--- src/rtl/truth_table_sweeper_if.sv ---
// Handshake bundle between a truth_table_sweeper and the logic that wraps it.
// master drives control and the DUT response; slave is the sweeper itself.
interface truth_table_sweeper_if #(
  parameter int N_IN = 3
);
  localparam int T = 1 << N_IN;

  logic            start;
  logic            abort;
  logic [T-1:0]    exp_table;
  logic            f_in;
  logic [N_IN-1:0] vec_out;
  logic            busy;
  logic            done;
  logic [T-1:0]    table_out;
  logic [N_IN:0]   mismatch_cnt;
  logic            pass;

  modport master (
    output start, abort, exp_table, f_in,
    input  vec_out, busy, done, table_out, mismatch_cnt, pass
  );

  modport slave (
    input  start, abort, exp_table, f_in,
    output vec_out, busy, done, table_out, mismatch_cnt, pass
  );
endinterface

--- src/rtl/truth_table_sweeper.sv ---
// Drives every input vector to a small combinational DUT, DWELL cycles each, and captures its truth table.
// done pulses the cycle after edge E0+T*DWELL+1; no backpressure, start is ignored unless idle.
module truth_table_sweeper #(
  parameter int N_IN  = 3,
  parameter int DWELL = 4
) (
  input  logic                  clk,
  input  logic                  rst,
  truth_table_sweeper_if.slave  bus
);
  localparam int T  = 1 << N_IN;
  localparam int DW = (DWELL > 1) ? $clog2(DWELL) : 1;
  localparam logic [DW-1:0]   DWELL_LAST = DW'(DWELL - 1);
  localparam logic [N_IN-1:0] VEC_LAST   = N_IN'(T - 1);

  typedef enum logic [1:0] {IDLE, DRIVE, FINISH} state_t;

  state_t          state, state_nxt;
  logic [DW-1:0]   dwell_cnt;
  logic [T-1:0]    exp_latched;
  logic            start_ok;
  logic            vec_last;
  logic [N_IN:0]   mism_now;

  function automatic logic [N_IN:0] popcount(input logic [T-1:0] x);
    logic [N_IN:0] c;
    c = '0;
    for (int i = 0; i < T; i++) c = c + {{N_IN{1'b0}}, x[i]};
    return c;
  endfunction

  // The done-pulse cycle still belongs to the finished sweep, so start is not honoured there.
  assign start_ok = (state == IDLE) && bus.start && !bus.abort && !bus.done;
  assign vec_last = (dwell_cnt == DWELL_LAST);
  assign mism_now = popcount(bus.table_out ^ exp_latched);

  always_ff @(posedge clk or posedge rst) begin
    if (rst) state <= IDLE;
    else     state <= state_nxt;
  end

  always_comb begin
    state_nxt = state;
    case (state)
      IDLE:    if (start_ok) state_nxt = DRIVE;
      DRIVE: begin
        if (bus.abort)                              state_nxt = IDLE;
        else if (vec_last && bus.vec_out == VEC_LAST) state_nxt = FINISH;
      end
      FINISH:  state_nxt = IDLE;
      default: state_nxt = IDLE;
    endcase
  end

  always_ff @(posedge clk or posedge rst) begin
    if (rst) begin
      bus.vec_out      <= '0;
      bus.busy         <= 1'b0;
      bus.done         <= 1'b0;
      bus.table_out    <= '0;
      bus.mismatch_cnt <= '0;
      bus.pass         <= 1'b0;
      dwell_cnt        <= '0;
      exp_latched      <= '0;
    end else begin
      bus.done <= (state == FINISH);
      case (state)
        IDLE: begin
          if (start_ok) begin
            bus.vec_out   <= '0;
            bus.table_out <= '0;
            bus.busy      <= 1'b1;
            bus.pass      <= 1'b0;
            dwell_cnt     <= '0;
            exp_latched   <= bus.exp_table;
          end
        end
        DRIVE: begin
          if (bus.abort) begin
            bus.busy <= 1'b0;
          end else if (!vec_last) begin
            dwell_cnt <= dwell_cnt + DW'(1);
          end else begin
            bus.table_out[bus.vec_out] <= bus.f_in;
            dwell_cnt                  <= '0;
            if (bus.vec_out == VEC_LAST) bus.busy    <= 1'b0;
            else                         bus.vec_out <= bus.vec_out + N_IN'(1);
          end
        end
        FINISH: begin
          bus.mismatch_cnt <= mism_now;
          bus.pass         <= (mism_now == '0);
        end
        default: ;
      endcase
    end
  end
endmodule

--- src/flat_wrapper.sv ---
// flat-port wrapper written by rule: the top's interface ports become plain ports
module truth_table_sweeper_flat 
#(
  parameter int N_IN  = 3,
  parameter int DWELL = 4
)
  (clk, rst, bus_start, bus_abort, bus_exp_table, bus_f_in, bus_vec_out, bus_busy, bus_done, bus_table_out, bus_mismatch_cnt, bus_pass);
  truth_table_sweeper_if #(.N_IN(N_IN)) bus_i ();
  input  logic clk;
  input  logic rst;
  input wire logic [$bits(bus_i.start)-1:0] bus_start;
  input wire logic [$bits(bus_i.abort)-1:0] bus_abort;
  input wire logic [$bits(bus_i.exp_table)-1:0] bus_exp_table;
  input wire logic [$bits(bus_i.f_in)-1:0] bus_f_in;
  output wire logic [$bits(bus_i.vec_out)-1:0] bus_vec_out;
  output wire logic [$bits(bus_i.busy)-1:0] bus_busy;
  output wire logic [$bits(bus_i.done)-1:0] bus_done;
  output wire logic [$bits(bus_i.table_out)-1:0] bus_table_out;
  output wire logic [$bits(bus_i.mismatch_cnt)-1:0] bus_mismatch_cnt;
  output wire logic [$bits(bus_i.pass)-1:0] bus_pass;
  assign bus_i.start = bus_start;
  assign bus_i.abort = bus_abort;
  assign bus_i.exp_table = bus_exp_table;
  assign bus_i.f_in = bus_f_in;
  assign bus_vec_out = bus_i.vec_out;
  assign bus_busy = bus_i.busy;
  assign bus_done = bus_i.done;
  assign bus_table_out = bus_i.table_out;
  assign bus_mismatch_cnt = bus_i.mismatch_cnt;
  assign bus_pass = bus_i.pass;
  truth_table_sweeper #(.N_IN(N_IN), .DWELL(DWELL)) u_core (.clk(clk), .rst(rst), .bus(bus_i));
endmodule
--- config.mk ---
export PLATFORM = sky130hd
export DESIGN_NAME = truth_table_sweeper_flat
export DESIGN_NICKNAME = d
export VERILOG_FILES = /design/src/rtl/truth_table_sweeper_if.sv /design/src/rtl/truth_table_sweeper.sv /design/src/flat_wrapper.sv
export SDC_FILE = /design/constraint.sdc
export NUM_CORES = 1
export LEC_CHECK = 0
export ABC_AREA = 1
export BUFFER_PORTS_ARGS = -buffer_cell sky130_fd_sc_hd__buf_2
export CAP_MARGIN = 20
export CORE_MARGIN = 8
export CORE_UTILIZATION = 45
export DETAILED_ROUTE_END_ITERATION = 8
export PLACE_DENSITY = 0.77
export SKIP_LAST_GASP = 1
export SYNTH_ARGS = -nofsm -noshare
export SYNTH_HDL_FRONTEND = slang
export SYNTH_SLANG_ARGS = --single-unit
--- constraint.sdc ---
create_clock -name clk -period 4.7 [get_ports clk]
set_clock_uncertainty 0.2 [all_clocks]
set_input_delay 1.41 -clock clk [delete_from_list [all_inputs] [get_ports clk]]
set_output_delay 1.41 -clock clk [all_outputs]
set_load 0.05 [all_outputs]
==> run_results.csv <==
group,metric,value,unit
run_status,outcome,"finished, final reports clean",
cts,cts_tree,"built",
detailed_routing,routed_wl,3.31,mm
synthesis,synth.ff_latch_count,30,
cts,postCtsSetupRepairBufs,0,
synthesis,synth_nets,221,
cts,clk_pin_slew,0.07,ns
sta,worst_slack,1.30,ns
finish,fillers,336,
power,vdd_ir_drop_max,0.000202,V
critical_path,arrival,3.38,ns
detailed_routing,drt_iter0_markers,60,
finish,final_nets,254,
synthesis,synth.cell_area,1720,um2
global_routing,antenna_found_initial,0,
sta,fin_crit,3.40,ns
synthesis,syn_inst,198,
synthesis,synth_cell_types,23,
die,io_pins,31,
sta,max_freq,294,MHz
die,die_w,77.9,um
detailed_routing,drc_errors,0,
finish,fin_util,0.553,
critical_path,cp-start-kind,"register",
critical_path,worst-path-max-fanout,3,
cts,cts_hold_buffers,0,
global_routing,grt_max_degree,25,
sta,slew_violations,0,
finish,antenna_cells,0,
power,p_per_area,444,nW/um2
place,placed_area,1910,um2
synthesis,synth_most_common_cell,"nand2_1",
synthesis,synth_commonest_cells,"nand2_1, inv_1, dfrtp_1",
synthesis,async_flop_share,1.00,
critical_path,crit_type,"reg2reg",
synthesis,yosys-top-cells-area,"dfrtp_1, nand2_1, inv_1",
sta,worst_pin_slew,0.447,ns
finish,fin_area,2020,um2
flow_run,maxCapViolCount,0,
cts,cts_buffers,5,
cts,cts_sinks,30,
synthesis,ys_warn_count,0,
critical_path,crit_required,4.67,ns
detailed_routing,routed_via_density,4.74,
detailed_routing,route.antenna.remaining_nets,0,
place,io_buffers,30,
sta,relSlewSlack,0.702,
synthesis,synth_flop_cell,"dfrtp_1",
global_routing,grt_pass1_wl,5.75,mm
sta,setup_viol_count_final,0,
place,place.gp.congestion,0.784,
place,hpwlAfterDp,2.49,mm
sta,finalSetupTns,0,ns
cts,cts_resized,0,
sta,hold_violations,0,
finish,area_growth,17.5,%
synthesis,ys_seq_area_frac,0.436,
hold_path,hold_path_class,"reg2reg",
die,design.core.area,3660,um2
detailed_routing,dr.pass1.iters,4,
synthesis,synth_top_area_share,0.436,
synthesis,netlist.top_cell.by_area,"dfrtp_1",
critical_path,crit_path_end_kind,"register",
die,initial_core_util,0.470,
global_routing,grt_usage,0.115,
sta,holdWs,0.280,ns
cts,cts-htree-levels,2,
finish,drive_above_1_share,0.216,
cts,clock_latency,0.28,ns
detailed_routing,wl_per_cell,11.8,um
synthesis,synth_edf_count,0,
die,die_area,6060,um2
cts,clockRootBuffer,"clkbuf_8",
detailed_routing,vias,1328,
cts,cts_buffer_depth,2,
die,fp-row-count,22,
die,die_h,77.9,um
sta,min_period_over_period,0.724,
synthesis,synth_area_per_cell,8.70,um2
place,place_ws,1.28,ns
global_routing,grt_pass1_vias,1275,
power,power.leakage,0.00119,uW
global_routing,grt_overflow,0,
sta,rsz0062_at_grt,"false",
[per-layer routing]
metal,up-vias,share of wire,wire length [um],track usage
met3,3,0.055,183,0.0415
li1,686,-,-,-
met1,609,0.46,1510,0.144
met4,0,0.0094,31,0.0453
met2,30,0.48,1580,0.178
met5,-,0,0,0
[final cells by class]
| type | count | area (um2) | share of cell area |
|---|---|---|---|
| Multi-Input combinational cell | 129 | 798 | 0.395 |
| Timing Repair Buffer | 31 | 178 | 0.0878 |
| Sequential cell | 30 | 751 | 0.371 |
| Clock buffer | 5 | 68.8 | 0.0340 |
| Inverter | 34 | 128 | 0.0631 |
| Tap cell | 48 | 60.1 | 0.0297 |
| Clock inverter | 3 | 40.0 | 0.0198 |
[cells in the final DEF (no fill, tap or decap)]
master | netlist | layout
o21ai_0 | 17 | 17
buf_16 | 0 | 1
nand3_2 | 1 | 1
fa_1 | 4 | 4
bufinv_16 | 0 | 1
ha_1 | 6 | 6
nand2_8 | 1 | 1
clkbuf_8 | 0 | 5
buf_2 | 2 | 30
nor2_2 | 2 | 2
inv_2 | 1 | 1
inv_1 | 33 | 33
a21oi_2 | 1 | 1
or2_1 | 1 | 1
nand4_1 | 9 | 9
nor2_1 | 5 | 5
clkinv_2 | 0 | 2
nand3_1 | 20 | 20
dfrtp_1 | 30 | 30
nand2_4 | 3 | 3
nand2_1 | 47 | 47
nor2_4 | 1 | 1
nor2_8 | 1 | 1
xor2_1 | 9 | 9
a21oi_1 | 1 | 1
[critical path, stage by stage, from the launching register on]
cell	delay, ns
dfrtp_1	0.40
xor2_1	0.17
ha_1	0.31
fa_1	0.51
fa_1	0.52
fa_1	0.44
inv_1	0.08
fa_1	0.40
inv_1	0.06
nor2_1	0.05
nand4_1	0.09
nand2_1	0.05
[cell families after synthesis]
group           share of synthesized area
simple gates                        0.270
flops                               0.436
buf+inv                             0.100
compound gates                     0.0574
xor+xnor                           0.0458
fa+ha+maj                          0.0901
[metrics by stage]
stage,cells,total power [uW]
after global placement,271,638
after CTS,280,909
after detailed placement,272,649
after global routing,280,973
final,280,898
after floorplan,198,586
[sequential cells by signal (all words and copies together) (netlist names)]
name / flops
u_core.exp_latched: 8
u_core.dwell_cnt: 2
u_core.bus.pass: 1
u_core.bus.busy: 1
u_core.bus.done: 1
u_core.bus.vec_out: 3
u_core.state: 2
u_core.bus.table_out: 8
u_core.bus.mismatch_cnt: 4
[power breakdown]
part	switching, uW	leakage [uW]	internal [uW]
clock network	102	0.0000579	156
logic	206	0.000738	116
registers	29.3	0.000398	289
[final timing paths]
check,slack [ns],depth (start not counted),end,from
worst max-delay path,1.30,11,u_core.bus.pass$_DFFE_PP0P_,u_core.bus.table_out[0]$_DFFE_PP0P_
worst min-delay path,0.28,2,u_core.bus.mismatch_cnt[0]$_DFFE_PP0P_,u_core.bus.mismatch_cnt[0]$_DFFE_PP0P_
worst max register to register,1.30,11,u_core.bus.pass$_DFFE_PP0P_,u_core.bus.table_out[0]$_DFFE_PP0P_
worst min register to register,0.28,2,u_core.bus.mismatch_cnt[0]$_DFFE_PP0P_,u_core.bus.mismatch_cnt[0]$_DFFE_PP0P_
max in group asynchronous,3.00,3,u_core.state[1]$_DFFE_PP0P_,rst
min in group asynchronous,0.88,2,u_core.exp_latched[2]$_DFFE_PP0P_,rst
No activity file was read; power rests on OpenSTA's default activity.
